## src/rtl/uart_cmd_ctrl.sv

```systemverilog
// Frame sequencer behind the UART receiver: SYNC, CMD, LEN, payload, CHK with an
// inter-byte timeout; holds good commands until acked and pulses one error per cause.
module uart_cmd_ctrl #(
  parameter int          MAX_LEN     = 16,
  parameter int          TIMEOUT_CYC = 20000,
  parameter logic [7:0]  SYNC_BYTE   = 8'hA5,
  localparam int         LW          = $clog2(MAX_LEN + 1)
) (
  input  logic                   in_clk,
  input  logic                   in_rst,
  input  logic                   in_rx_ready,
  input  logic [7:0]             in_rx_data,
  input  logic                   in_cmd_ack,
  output logic                   out_cmd_valid,
  output logic [7:0]             out_cmd_code,
  output logic [LW-1:0]          out_cmd_len,
  output logic [8*MAX_LEN-1:0]   out_cmd_payload,
  output logic                   out_busy,
  output logic                   out_err_chk,
  output logic                   out_err_len,
  output logic                   out_err_tmo,
  output logic                   out_err_ovr
);

  localparam int         TW        = $clog2(TIMEOUT_CYC + 1);
  localparam logic [TW-1:0] TMO_LAST = TW'(TIMEOUT_CYC - 1);
  localparam logic [7:0] MAX_LEN_B = 8'(MAX_LEN);

  typedef enum logic [2:0] {
    S_IDLE,
    S_CMD,
    S_LEN,
    S_DATA,
    S_CHK,
    S_HOLD
  } state_e;

  state_e                 state_q;
  logic [7:0]             code_q;
  logic [LW-1:0]          len_q;
  logic [LW-1:0]          idx_q;
  logic [8*MAX_LEN-1:0]   payload_q;
  logic [7:0]             chkSum_q;
  logic [TW-1:0]          timer_q;
  logic                   cmdValid_q;
  logic                   busy_q;
  logic                   errChk_q;
  logic                   errLen_q;
  logic                   errTmo_q;
  logic                   errOvr_q;

  always_ff @(posedge in_clk) begin
    if (in_rst) begin
      state_q    <= S_IDLE;
      code_q     <= '0;
      len_q      <= '0;
      idx_q      <= '0;
      payload_q  <= '0;
      chkSum_q   <= '0;
      timer_q    <= '0;
      cmdValid_q <= 1'b0;
      busy_q     <= 1'b0;
      errChk_q   <= 1'b0;
      errLen_q   <= 1'b0;
      errTmo_q   <= 1'b0;
      errOvr_q   <= 1'b0;
    end else begin
      errChk_q <= 1'b0;
      errLen_q <= 1'b0;
      errTmo_q <= 1'b0;
      errOvr_q <= 1'b0;

      case (state_q)
        S_IDLE: begin
          timer_q <= '0;
          if (in_rx_ready && (in_rx_data == SYNC_BYTE)) begin
            state_q   <= S_CMD;
            busy_q    <= 1'b1;
            payload_q <= '0;
            len_q     <= '0;
            chkSum_q  <= '0;
          end
        end

        S_HOLD: begin
          // Anything arriving here is lost, even a SYNC in the ack cycle.
          timer_q <= '0;
          if (in_rx_ready) begin
            errOvr_q <= 1'b1;
          end
          if (in_cmd_ack) begin
            state_q    <= S_IDLE;
            cmdValid_q <= 1'b0;
          end
        end

        default: begin
          if (in_rx_ready) begin
            timer_q <= '0;
            case (state_q)
              S_CMD: begin
                code_q   <= in_rx_data;
                chkSum_q <= in_rx_data;
                state_q  <= S_LEN;
              end
              S_LEN: begin
                if (in_rx_data > MAX_LEN_B) begin
                  errLen_q <= 1'b1;
                  state_q  <= S_IDLE;
                  busy_q   <= 1'b0;
                end else begin
                  len_q    <= LW'(in_rx_data);
                  chkSum_q <= chkSum_q ^ in_rx_data;
                  idx_q    <= '0;
                  state_q  <= (in_rx_data == 8'd0) ? S_CHK : S_DATA;
                end
              end
              S_DATA: begin
                for (int i = 0; i < MAX_LEN; i++) begin
                  if (idx_q == LW'(i)) begin
                    payload_q[i*8 +: 8] <= in_rx_data;
                  end
                end
                chkSum_q <= chkSum_q ^ in_rx_data;
                if (idx_q == (len_q - LW'(1))) begin
                  state_q <= S_CHK;
                end else begin
                  idx_q <= idx_q + LW'(1);
                end
              end
              S_CHK: begin
                busy_q <= 1'b0;
                if (in_rx_data == chkSum_q) begin
                  state_q    <= S_HOLD;
                  cmdValid_q <= 1'b1;
                end else begin
                  errChk_q <= 1'b1;
                  state_q  <= S_IDLE;
                end
              end
              default: begin
                state_q <= S_IDLE;
                busy_q  <= 1'b0;
              end
            endcase
          end else if (timer_q == TMO_LAST) begin
            // Checked only when no byte arrived, so a byte on the expiry cycle wins.
            errTmo_q <= 1'b1;
            state_q  <= S_IDLE;
            busy_q   <= 1'b0;
            timer_q  <= '0;
          end else begin
            timer_q <= timer_q + TW'(1);
          end
        end
      endcase
    end
  end

  assign out_cmd_valid   = cmdValid_q;
  assign out_cmd_code    = code_q;
  assign out_cmd_len     = len_q;
  assign out_cmd_payload = payload_q;
  assign out_busy        = busy_q;
  assign out_err_chk     = errChk_q;
  assign out_err_len     = errLen_q;
  assign out_err_tmo     = errTmo_q;
  assign out_err_ovr     = errOvr_q;

endmodule

```

## config.mk

```make
export PLATFORM = sky130hd
export DESIGN_NAME = uart_cmd_ctrl
export DESIGN_NICKNAME = d
export VERILOG_FILES = /design/src/rtl/uart_cmd_ctrl.sv
export SDC_FILE = /design/constraint.sdc
export NUM_CORES = 1
export LEC_CHECK = 0
export CAP_MARGIN = 20
export CORE_MARGIN = 10
export CORE_UTILIZATION = 35
export DETAILED_ROUTE_END_ITERATION = 8
export PLACE_DENSITY = 0.67
export SYNTH_ARGS = -nofsm -noshare
export SYNTH_HDL_FRONTEND = slang
export SYNTH_SLANG_ARGS = --single-unit
```

## constraint.sdc

```tcl
create_clock -name in_clk -period 3.89 [get_ports in_clk]
set_clock_uncertainty 0.05 [all_clocks]
set_input_delay 0.5835 -clock in_clk [delete_from_list [all_inputs] [get_ports in_clk]]
set_output_delay 0.5835 -clock in_clk [all_outputs]
set_load 0.02 [all_outputs]
```

==> summary.md, run 1 <==
| Metric | Value |
|---|---|
| Synthesized instance count | `791` |
| Avg Inst Size Synth | `10.1 um^2` |
| Post-synth EDFFs | `0` |
| Area leader, netlist | `dfxtp_1` |
| Final WL | `22,700 um` |
| Cell area power density | `472 nW/um^2` |
| # clock sinks | `178` |
| Fraction of layout cells with a size suffix above 1 | `0.0800` |
| Clock Path Buffers | `2` |
| Vias/cell | `4.88` |
| Yosys top cell area share | `0.446` |
| Non-Filler Cell Area, Final | `10,400 um^2` |
| Static Leak | `0.00360 uW` |
| WL/cell | `18.6 um` |
| Setup-failing EPs final | `0` |
| Relative slew slack | `0.342` |
| Most frequent cells in the layout | `dfxtp_1 (178), clkdlybuf4s50_1 (157), mux2i_1 (148), nand2b_1 (102), nand2_1 (67)` |
| Top post-synthesis cells by area | `dfxtp_1 (45%), mux2i_1 (19%), nand2b_1 (8.0%)` |
| Cts hold-fix bufs | `0` |
| Num CTS Buffers | `17` |
| Die extent in x | `171 um` |
| Post-place setup slack | `0.729 ns` |
| Asr flop ratio synth | `0` |
| # Post-CTS Setup Buffers | `0` |
| H-tree Lvls | `4` |
| Setup WS post-layout | `1.01 ns` |
| Req. time, crit path | `4.17 ns` |
| Synth warn | `0` |
| Total gr overflow | `0` |
| Top FF cell, synth | `dfxtp_1` |
| Clock Latency Late Sink | `0.43 ns` |
| Worst Max-Slew Pin Slew | `0.984 ns` |
| Vias in the first global route | `5,941` |
| Core area | `22,600 um^2` |
| Sequential Area | `3560 um^2` |
| Filler cells | `2,133` |
| Max Cap Viol | `0` |
| CP endpoint kind | `register` |
| Setup_tns | `0 ns` |
| Die outline height | `171 um` |
| # diodes | `0` |
| Worst setup SP type | `register` |
| DR pass1 iterations | `5` |
| Post-DP Area | `9760 um^2` |
| Post-Syn Nets | `810` |
| Initial antenna violation count | `0` |
| First DRT Iteration DRCs | `309` |
| Post-CTS Resized | `0` |
| Synthesis-stage register bit count | `178` |
| Nets | `944` |
| Final Hold Fails | `0` |
| Data arrival, critical path | `3.17 ns` |
| DRC Markers | `0` |
| Final Max Tran Viols | `0` |
| Pin count of the biggest net entering global routing | `80` |
| Commonest non-fill, non-tap cell in the layout | `dfxtp_1` |
| Multi-input gate area | `4130 um^2` |
| Crit path time final | `2.88 ns` |
| Worst min-delay path class | `reg -> reg` |
| Row cnt | `55` |
| DP Wirelength | `15,500 um` |
| CTS tree | `built` |
| Clock-pin slew on the worst setup and hold paths | `0.07 ns` |
| Crit Path Max Fanout | `27` |
| Synth Cell Area | `7990 um^2` |
| RSZ-0062 raised after global routing | `false` |
| Die ar. | `29,300 um^2` |
| WS Path Type | `reg -> reg` |
| Starting Density | `0.354` |
| Port Buf Inserts | `158` |
| Gpl congestion | `0.802` |
| Yosys cell types | `62` |
| Top-Level Pins | `159` |
| Maximum VDD drop | `0.000309 V` |
| Max Freq | `347 MHz` |
| First-pass GRT wire length | `35,300 um` |
| Root Buffer | `clkbuf_16` |
| Overall routing resource usage | `0.156` |
| Outcome | `complete, no violations` |
| DR vias | `5,962` |
| Fin crit share | `0.741` |
| Area Growth Syn to Fin | `30.4%` |
| Sequential share of the synthesized area | `0.446` |
| Antenna viol nets, final | `0` |
[layer usage]
metal	global-route usage	part of all wire	wire (um)
met1	0.194	0.44	9920
met2	0.247	0.47	10700
met3	0.0636	0.084	1900
met4	0.0371	0.0093	210
met5	0	0	0
[state kept, by name (all words and copies together) (netlist names)]
name / cells
chkSum_q: 8
idx_q: 5
out_busy: 1
out_cmd_code: 8
out_cmd_len: 5
out_cmd_payload: 128
out_cmd_valid: 1
out_err_chk: 1
out_err_len: 1
out_err_ovr: 1
out_err_tmo: 1
state_q: 3
timer_q: 15
[per-stage QoR]
stage	cells	total power, uW	utilization	hold slack, ns
5_1_grt	1222	5120	0.461	0.429
3_3_place_gp	1191	3040	0.433	0.392
2_1_floorplan	791	2750	-	0.380
4_1_cts	1222	4960	0.461	0.412
6_report	1222	4910	0.461	0.411
3_5_place_dp	1191	3040	0.433	0.399
[synth_stat cells, drive strengths merged (14+ instances only)]
cell	instances
nand2b	102
dfxtp	178
buf	21
nor2	48
nand2	67
mux2i	148
clkbuf	34
nor2b	15
nor3	14
xnor2	21
a21oi	21
[path summary, 6_finish.rpt]
| kind | cells after the start | slack, ns | start | endpoint |
|---|---|---|---|---|
| min reg2reg | 2 | 0.41 | out_cmd_payload[77] | out_cmd_payload[77] |
| max reg2reg | 4 | 1.01 | state_q[0] | out_cmd_payload[90] |
| min | 2 | 0.41 | out_cmd_payload[77] | out_cmd_payload[77] |
| max | 4 | 1.01 | state_q[0] | out_cmd_payload[90] |
[power by group]
group / internal, uW / leakage (uW) / switching (uW)
registers: 1870 / 0.00143 / 80.8
clock network: 1150 / 0.000315 / 767
logic: 368 / 0.00185 / 680
[cell families (layout without fill, tap and decap cells)]
group           after synthesis  count (layout)  synth area share
buf+inv                      66             212            0.0371
simple gates                297             297             0.226
fa+ha+maj                     7               7            0.0110
flops                       178             178             0.446
xor+xnor                     31              31            0.0340
compound gates               63              63            0.0586
mux                         149             149             0.187
[worst max-delay path: stages, from the launching register on]
cell and delay (ns):
dfxtp_1 0.92, nor3_2 0.10, nor2_1 0.55, nand2_1 0.77, mux2i_1 0.39
[area by class of cell]
cell class                      count  area share
Multi-Input combinational cell    547       0.397
Sequential cell                   178       0.342
Timing Repair Buffer              170       0.160
Clock buffer                       17      0.0409
Tap cell                          285      0.0342
Clock inverter                     14      0.0215
Inverter                           11     0.00396
No activity file was read; power rests on OpenSTA's default activity.
==> run 2, diff against run 1 <==
clock period = 2.7 ns   (was 3.89 ns; I/O delays follow)
==> run 2 against run 1 <==
Sequential cell count unchanged. Register-to-register slack worse by 0.59 ns. Via count up 1.6%. Non-clock buffer count up 24. Routed wire length up 0.59%. Clock power up 35%. Fmax up 26%. Critical path type unchanged. Highest routed layer unchanged.
==> summary.md, run 2 (same netlist as run 1, synthesis figures left out) <==
| Metric | Value |
|---|---|
| Reg2Reg Setup Slack | `0.42 ns (was 1.01 ns)` |
| Relative slew slack | `0.622 (was 0.342)` |
| Worst setup SP type | `register (unchanged)` |
| Vias/cell | `4.86 (was 4.88)` |
| Pin count of the biggest net entering global routing | `64 (was 80)` |
| RSZ-0062 raised after global routing | `false (unchanged)` |
| WL/cell | `18.3 um (was 18.6 um)` |
| Maximum VDD drop | `0.000357 V (was 0.000309 V)` |
| Post-Place Cells | `1,215 (was 1,191)` |
| Antenna viol nets, final | `0 (unchanged)` |
| Setup-failing EPs final | `0 (unchanged)` |
| # diodes | `0 (unchanged)` |
| Max reg flops | `128 (unchanged)` |
| Root Buffer | `clkbuf_16 (unchanged)` |
| Vias in the first global route | `6,188 (was 5,941)` |
| Crit Path Max Fanout | `7 (was 27)` |
| Crit path time final | `2.28 ns (was 2.88 ns)` |
| Outcome | `complete, no violations (unchanged)` |
| Setup_tns | `0 ns (unchanged)` |
| Crit-path cells | `inv_1 > ha_1 > nor2b_1 > or3_1 > a311oi_2 > buf_4 > mux2_1 > a21oi_1 (was nor3_2 > nor2_1 > nand2_1 > mux2i_1)` |
| H-tree Lvls | `4 (unchanged)` |
| DP Wirelength | `16,000 um (was 15,500 um)` |
| Total gr overflow | `0 (unchanged)` |
| Clock-pin slew on the worst setup and hold paths | `0.07 ns (about the same)` |
| Commonest non-fill, non-tap cell in the layout | `dfxtp_1 (unchanged)` |
| Hold EP | `out_cmd_len[2] (was out_cmd_payload[77])` |
| Non-filler instance count after layout | `1,247 (was 1,222)` |
| Top-Level Pins | `159 (unchanged)` |
| Data arrival, critical path | `2.60 ns (was 3.17 ns)` |
| Max stage delay on crit path | `0.44 ns (was 0.92 ns)` |
| Most frequent cells in the layout | `dfxtp_1 (178), clkdlybuf4s50_1 (157), mux2i_1 (148), nand2b_1 (102), nand2_1 (67) (unchanged)` |
| Cells on worst reg2reg path | `8 (was 4)` |
| First-pass GRT wire length | `36,000 um (was 35,300 um)` |
| Area Growth Syn to Fin | `32.7% (was 30.4%)` |
| Static Leak | `0.00370 uW (was 0.00360 uW)` |
| Row cnt | `55 (unchanged)` |
| Nets | `968 (was 944)` |
| Fin crit share | `0.846 (was 0.741)` |
| Overall routing resource usage | `0.158 (was 0.156)` |
| DR pass1 iterations | `4 (was 5)` |
| Worst Max-Slew Pin Slew | `0.565 ns (was 0.984 ns)` |
| Num CTS Buffers | `17 (unchanged)` |
| Port Buf Inserts | `158 (unchanged)` |
| # clock sinks | `178 (unchanged)` |
| Final WL | `22,800 um (was 22,700 um)` |
| Crit Reg-Reg Endpoint | `idx_q[1] (was out_cmd_payload[90])` |
| Max Cap Viol | `0 (unchanged)` |
| DR vias | `6,058 (was 5,962)` |
| Final Hold Fails | `0 (unchanged)` |
| Setup WS post-layout | `0.416 ns (was 1.01 ns)` |
| Die outline height | `171 um (unchanged)` |
| CP endpoint kind | `register (unchanged)` |
| Starting Density | `0.354 (unchanged)` |
| HP Start | `in_rst (was out_cmd_payload[77])` |
| Die extent in x | `171 um (unchanged)` |
| Clock Latency Late Sink | `0.43 ns (about the same)` |
| Initial antenna violation count | `0 (unchanged)` |
| Post-CTS Resized | `0 (unchanged)` |
| Fraction of layout cells with a size suffix above 1 | `0.104 (was 0.0800)` |
| Hold Path Stages | `2 (unchanged)` |
| Post-place setup slack | `0.110 ns (was 0.729 ns)` |
| WS Path Type | `reg -> reg (unchanged)` |
| Req. time, crit path | `3.01 ns (was 4.17 ns)` |
| Clock Path Buffers | `2 (unchanged)` |
| Die ar. | `29,300 um^2 (unchanged)` |
| Cts hold-fix bufs | `0 (unchanged)` |
| Gpl congestion | `0.831 (was 0.802)` |
| Max Freq | `438 MHz (was 347 MHz)` |
| Worst min-delay path class | `in -> reg (was reg -> reg)` |
| Reg2reg start | `out_cmd_len[0] (was state_q[0])` |
| DRC Markers | `0 (unchanged)` |
| Core area | `22,600 um^2 (unchanged)` |
| Final Max Tran Viols | `0 (unchanged)` |
| First DRT Iteration DRCs | `375 (was 309)` |
| Cell area power density | `663 nW/um^2 (was 472 nW/um^2)` |
| Crit-path slowest cell | `dfxtp_1 (unchanged)` |
| CTS tree | `built (unchanged)` |
| # Post-CTS Setup Buffers | `0 (unchanged)` |
==> run 2: cell count changes in the layout (fill, tap and decap cells not counted) <==
| cell | before | now |
|---|---|---|
| buf_4 | 13 | 34 |
| inv_8 | 0 | 4 |
| buf_12 | 0 | 3 |
| bufinv_16 | 5 | 2 |
| clkinvlp_4 | 1 | 4 |
| inv_6 | 5 | 2 |
| clkinv_8 | 0 | 2 |
| clkinv_2 | 1 | 0 |
| clkinv_4 | 2 | 1 |
==> run 2: power by group <==
part	switching [uW]	internal (uW)
Combinational	1030	644
Clock	1180	1410
Sequential	77.4	2690
==> run 2: worst max path at each step <==
stage,start,to,cells after the start
2_1_floorplan,out_cmd_len[0],idx_q[1],7
3_3_place_gp,in_rx_data[1],out_cmd_payload[28],7
3_5_place_dp,in_rx_data[1],chkSum_q[1],7
4_1_cts,out_cmd_len[0],idx_q[1],8
5_1_grt,out_cmd_len[0],idx_q[1],8
6_report,out_cmd_len[0],idx_q[1],8
==> run 2: area by class of cell <==
class,instances,area [um^2]
fill,2147,12000
multi-input combinational,547,4130
sequential,178,3560
timing repair buffer,194,1890
clock buffer,17,425
tap,285,357
clock inverter,15,194
inverter,11,41.3
==> run 2: layer usage <==
layer,wire length [um],vias up,global-route usage
met1,10100,2891,0.192
met2,10700,142,0.257
met5,0,-,0
met4,345,0,0.0480
met3,1650,26,0.0565
li1,-,2999,-
==> run 2: metrics by stage <==
stage / util / total power [uW] / instance area, um^2 / hold slack, ns
global placement: 0.442 / 4510 / 9980 / 0.392
CTS: 0.470 / 7120 / 10600 / 0.293
global route: 0.470 / 7370 / 10600 / 0.304
detailed placement: 0.442 / 4510 / 9980 / 0.400
finish: 0.470 / 7030 / 10600 / 0.300
floorplan: - / 3960 / 7990 / 0.380
==> run 2: critical path, delay by kind of cell, from the launching register on <==
kind / cells / cell delay (ns)
flops: 1 / 0.44
mux: 1 / 0.32
compound gates: 2 / 0.42
buf+inv: 2 / 0.27
simple gates: 2 / 0.50
fa+ha+maj: 1 / 0.23
==> run 3, diff against run 2 <==
clock period = 2.26 ns   (was 2.7 ns; I/O delays follow)
==> run 3 against run 2 <==
Count of clock-buffer cells in the layout is 3 higher. Combinational power up 27%. Via count is 1.1% higher. First-iteration DRC count is 5.3% lower. Routed wire length unchanged. Hold slack improved by 0.089 ns. Global-route usage shrank 0.16 points. Non-clock buffer count increased by 27. Clock power increased by 16%. Critical path type unchanged.
==> summary.md, run 3 (same netlist as run 1, synthesis figures left out) <==
| Metric | Value |
|---|---|
| Outcome | `complete, no violations (unchanged)` |
| Static Leak | `0.00388 uW (was 0.00370 uW)` |
| Crit-path slowest cell | `or3_1 (was dfxtp_1)` |
| Setup WS post-layout | `0.138 ns (was 0.416 ns)` |
| Starting Density | `0.354 (unchanged)` |
| Final Max Tran Viols | `0 (unchanged)` |
| Reg power frac | `0.392 (was 0.394)` |
| Combinational Power Share | `0.251 (was 0.238)` |
| WL/cell | `17.9 um (was 18.3 um)` |
| Hold Slack | `0.389 ns (was 0.300 ns)` |
| Worst setup SP type | `register (unchanged)` |
| Vias/cell | `4.81 (was 4.86)` |
| DRC Markers | `0 (unchanged)` |
| DR vias | `6,123 (was 6,058)` |
| Data arrival, critical path | `2.43 ns (was 2.60 ns)` |
| Total gr overflow | `0 (unchanged)` |
| Most frequent cells in the layout | `dfxtp_1 (176), clkdlybuf4s50_1 (157), mux2i_1 (148), nand2b_1 (102), nand2_1 (67) (was dfxtp_1 (178), clkdlybuf4s50_1 (157), mux2i_1 (148), nand2b_1 (102), nand2_1 (67))` |
| Max reg flops | `128 (unchanged)` |
| DP Wirelength | `16,100 um (was 16,000 um)` |
| Root Buffer | `clkbuf_16 (unchanged)` |
| Initial antenna violation count | `0 (unchanged)` |
| Clock Path Buffers | `2 (unchanged)` |
| Antenna viol nets, final | `0 (unchanged)` |
| Crit-path cells | `inv_1 > ha_1 > nor2b_1 > or3_1 > a311oi_4 > mux2_1 > a21oi_1 (was inv_1 > ha_1 > nor2b_1 > or3_1 > a311oi_2 > buf_4 > mux2_1 > a21oi_1)` |
| CTS tree | `built (unchanged)` |
| Commonest non-fill, non-tap cell in the layout | `dfxtp_1 (unchanged)` |
| Final WL | `22,800 um (unchanged)` |
| Vias in the first global route | `6,212 (was 6,188)` |
| Int Pwr | `5830 uW (was 4750 uW)` |
| Crit Path Max Fanout | `4 (was 7)` |
| Fraction of layout cells with a size suffix above 1 | `0.127 (was 0.104)` |
| Die extent in x | `171 um (unchanged)` |
| Switch share | `0.309 (was 0.325)` |
| # diodes | `0 (unchanged)` |
| Die ar. | `29,300 um^2 (unchanged)` |
| Clock-pin slew on the worst setup and hold paths | `0.07 ns (about the same)` |
| Critical path's top delay family | `simple AND/OR/NAND/NOR gates (unchanged)` |
| Setup_tns | `0 ns (unchanged)` |
| Worst min-delay path class | `in -> reg (unchanged)` |
| Max Freq | `471 MHz (was 438 MHz)` |
| Final Hold Fails | `0 (unchanged)` |
| Gpl congestion | `0.812 (was 0.831)` |
| Die outline height | `171 um (unchanged)` |
| Post-Place Cells | `1,241 (was 1,215)` |
| Crit path time final | `2.12 ns (was 2.28 ns)` |
| NetSw | `2610 uW (was 2290 uW)` |
| Nets | `995 (was 968)` |
| WS Path Type | `reg -> reg (unchanged)` |
| First-pass GRT wire length | `35,600 um (was 36,000 um)` |
| Maximum VDD drop | `0.000472 V (was 0.000357 V)` |
| Overall routing resource usage | `0.157 (was 0.158)` |
| Max stage delay on crit path | `0.39 ns (was 0.44 ns)` |
| Power share of the clock group | `0.357 (was 0.368)` |
| Finished Core Util | `0.482 (was 0.470)` |
| DR pass1 iterations | `5 (was 4)` |
| Row cnt | `55 (unchanged)` |
| Port Buf Inserts | `158 (unchanged)` |
| Setup-failing EPs final | `0 (unchanged)` |
| Cell area power density | `776 nW/um^2 (was 663 nW/um^2)` |
| Clock Latency Late Sink | `0.43 ns (about the same)` |
| # clock sinks | `178 (unchanged)` |
| Max Cap Viol | `0 (unchanged)` |
| Num CTS Buffers | `17 (unchanged)` |
| CP endpoint kind | `register (unchanged)` |
| Filler cells | `2,115 (was 2,147)` |
| Core area | `22,600 um^2 (unchanged)` |
| Fin crit share | `0.939 (was 0.846)` |
| Relative slew slack | `0.655 (was 0.622)` |
| Area Growth Syn to Fin | `36.2% (was 32.7%)` |
| RSZ-0062 raised after global routing | `false (unchanged)` |
| Cts hold-fix bufs | `0 (unchanged)` |
| Worst Path Buf+Inv | `1 (was 2)` |
| Pin count of the biggest net entering global routing | `136 (was 64)` |
| First DRT Iteration DRCs | `355 (was 375)` |
| Post-place setup slack | `-0.203 ns (was 0.110 ns)` |
| Worst Max-Slew Pin Slew | `0.518 ns (was 0.565 ns)` |
| H-tree Lvls | `4 (unchanged)` |
| Top-Level Pins | `159 (unchanged)` |
| Req. time, crit path | `2.57 ns (was 3.01 ns)` |
| Non-filler instance count after layout | `1,274 (was 1,247)` |
## run 3: cell types whose count changed in the layout (fill, tap and decap cells not counted), sizes merged
cell and delta:
clkinvlp -2, buf +27, inv -3, clkinv +1, bufinv +1, clkbuf +3
## run 3: worst min-delay path: stages
cell and delay [ns]:
buf_4 0.11, nor2_1 0.05, buf_4 0.16, nand3b_1 0.11, nor3_1 0.05
## run 3: power groups by stage
stage | clock network [uW] | logic (uW) | registers (uW)
global route | 3210 | 2300 | 3310
floorplan | 0 | 1350 | 3390
CTS | 3110 | 2130 | 3300
detailed placement | 0 | 2120 | 3370
global placement | 0 | 2110 | 3370
finish | 3010 | 2120 | 3300
## run 3: routing by layer
metal  global-route usage  vias to the layer above  part of all wire
li1                     -                     3058                 -
met1                0.192                     2870              0.45
met2                0.244                      163              0.45
met3               0.0560                       32             0.077
met4               0.0639                        0             0.023
met5                    0                        -                 0
## run 3: final cells by class
type	count	area [um^2]	area share
Clock buffer	20	437	0.0401
Inverter	11	41.3	0.00380
Clock inverter	12	155	0.0143
Multi-Input combinational cell	547	4150	0.381
Tap cell	285	357	0.0328
Sequential cell	178	3570	0.328
Timing Repair Buffer	221	2180	0.200
## run 3: worst paths after layout
path	from	to	slack [ns]	cells past startpoint
min reg2reg	out_cmd_payload[74]	out_cmd_payload[74]	0.41	2
min	in_rst	out_err_tmo	0.39	5
max	out_cmd_len[1]	idx_q[1]	0.14	7
max reg2reg	out_cmd_len[1]	idx_q[1]	0.14	7
## run 3: metrics by stage
| step | cell area [um^2] | power, uW |
|---|---|---|
| floorplan | 8000 | 4740 |
| global placement | 10300 | 5480 |
| detailed placement | 10300 | 5500 |
| CTS | 10900 | 8540 |
| global route | 10900 | 8820 |
| finish | 10900 | 8440 |
## run 3: timing repair
action,CTS,global route
buffers inserted,0,1
endpoints found under the setup margin,0,5
resized for setup,0,1
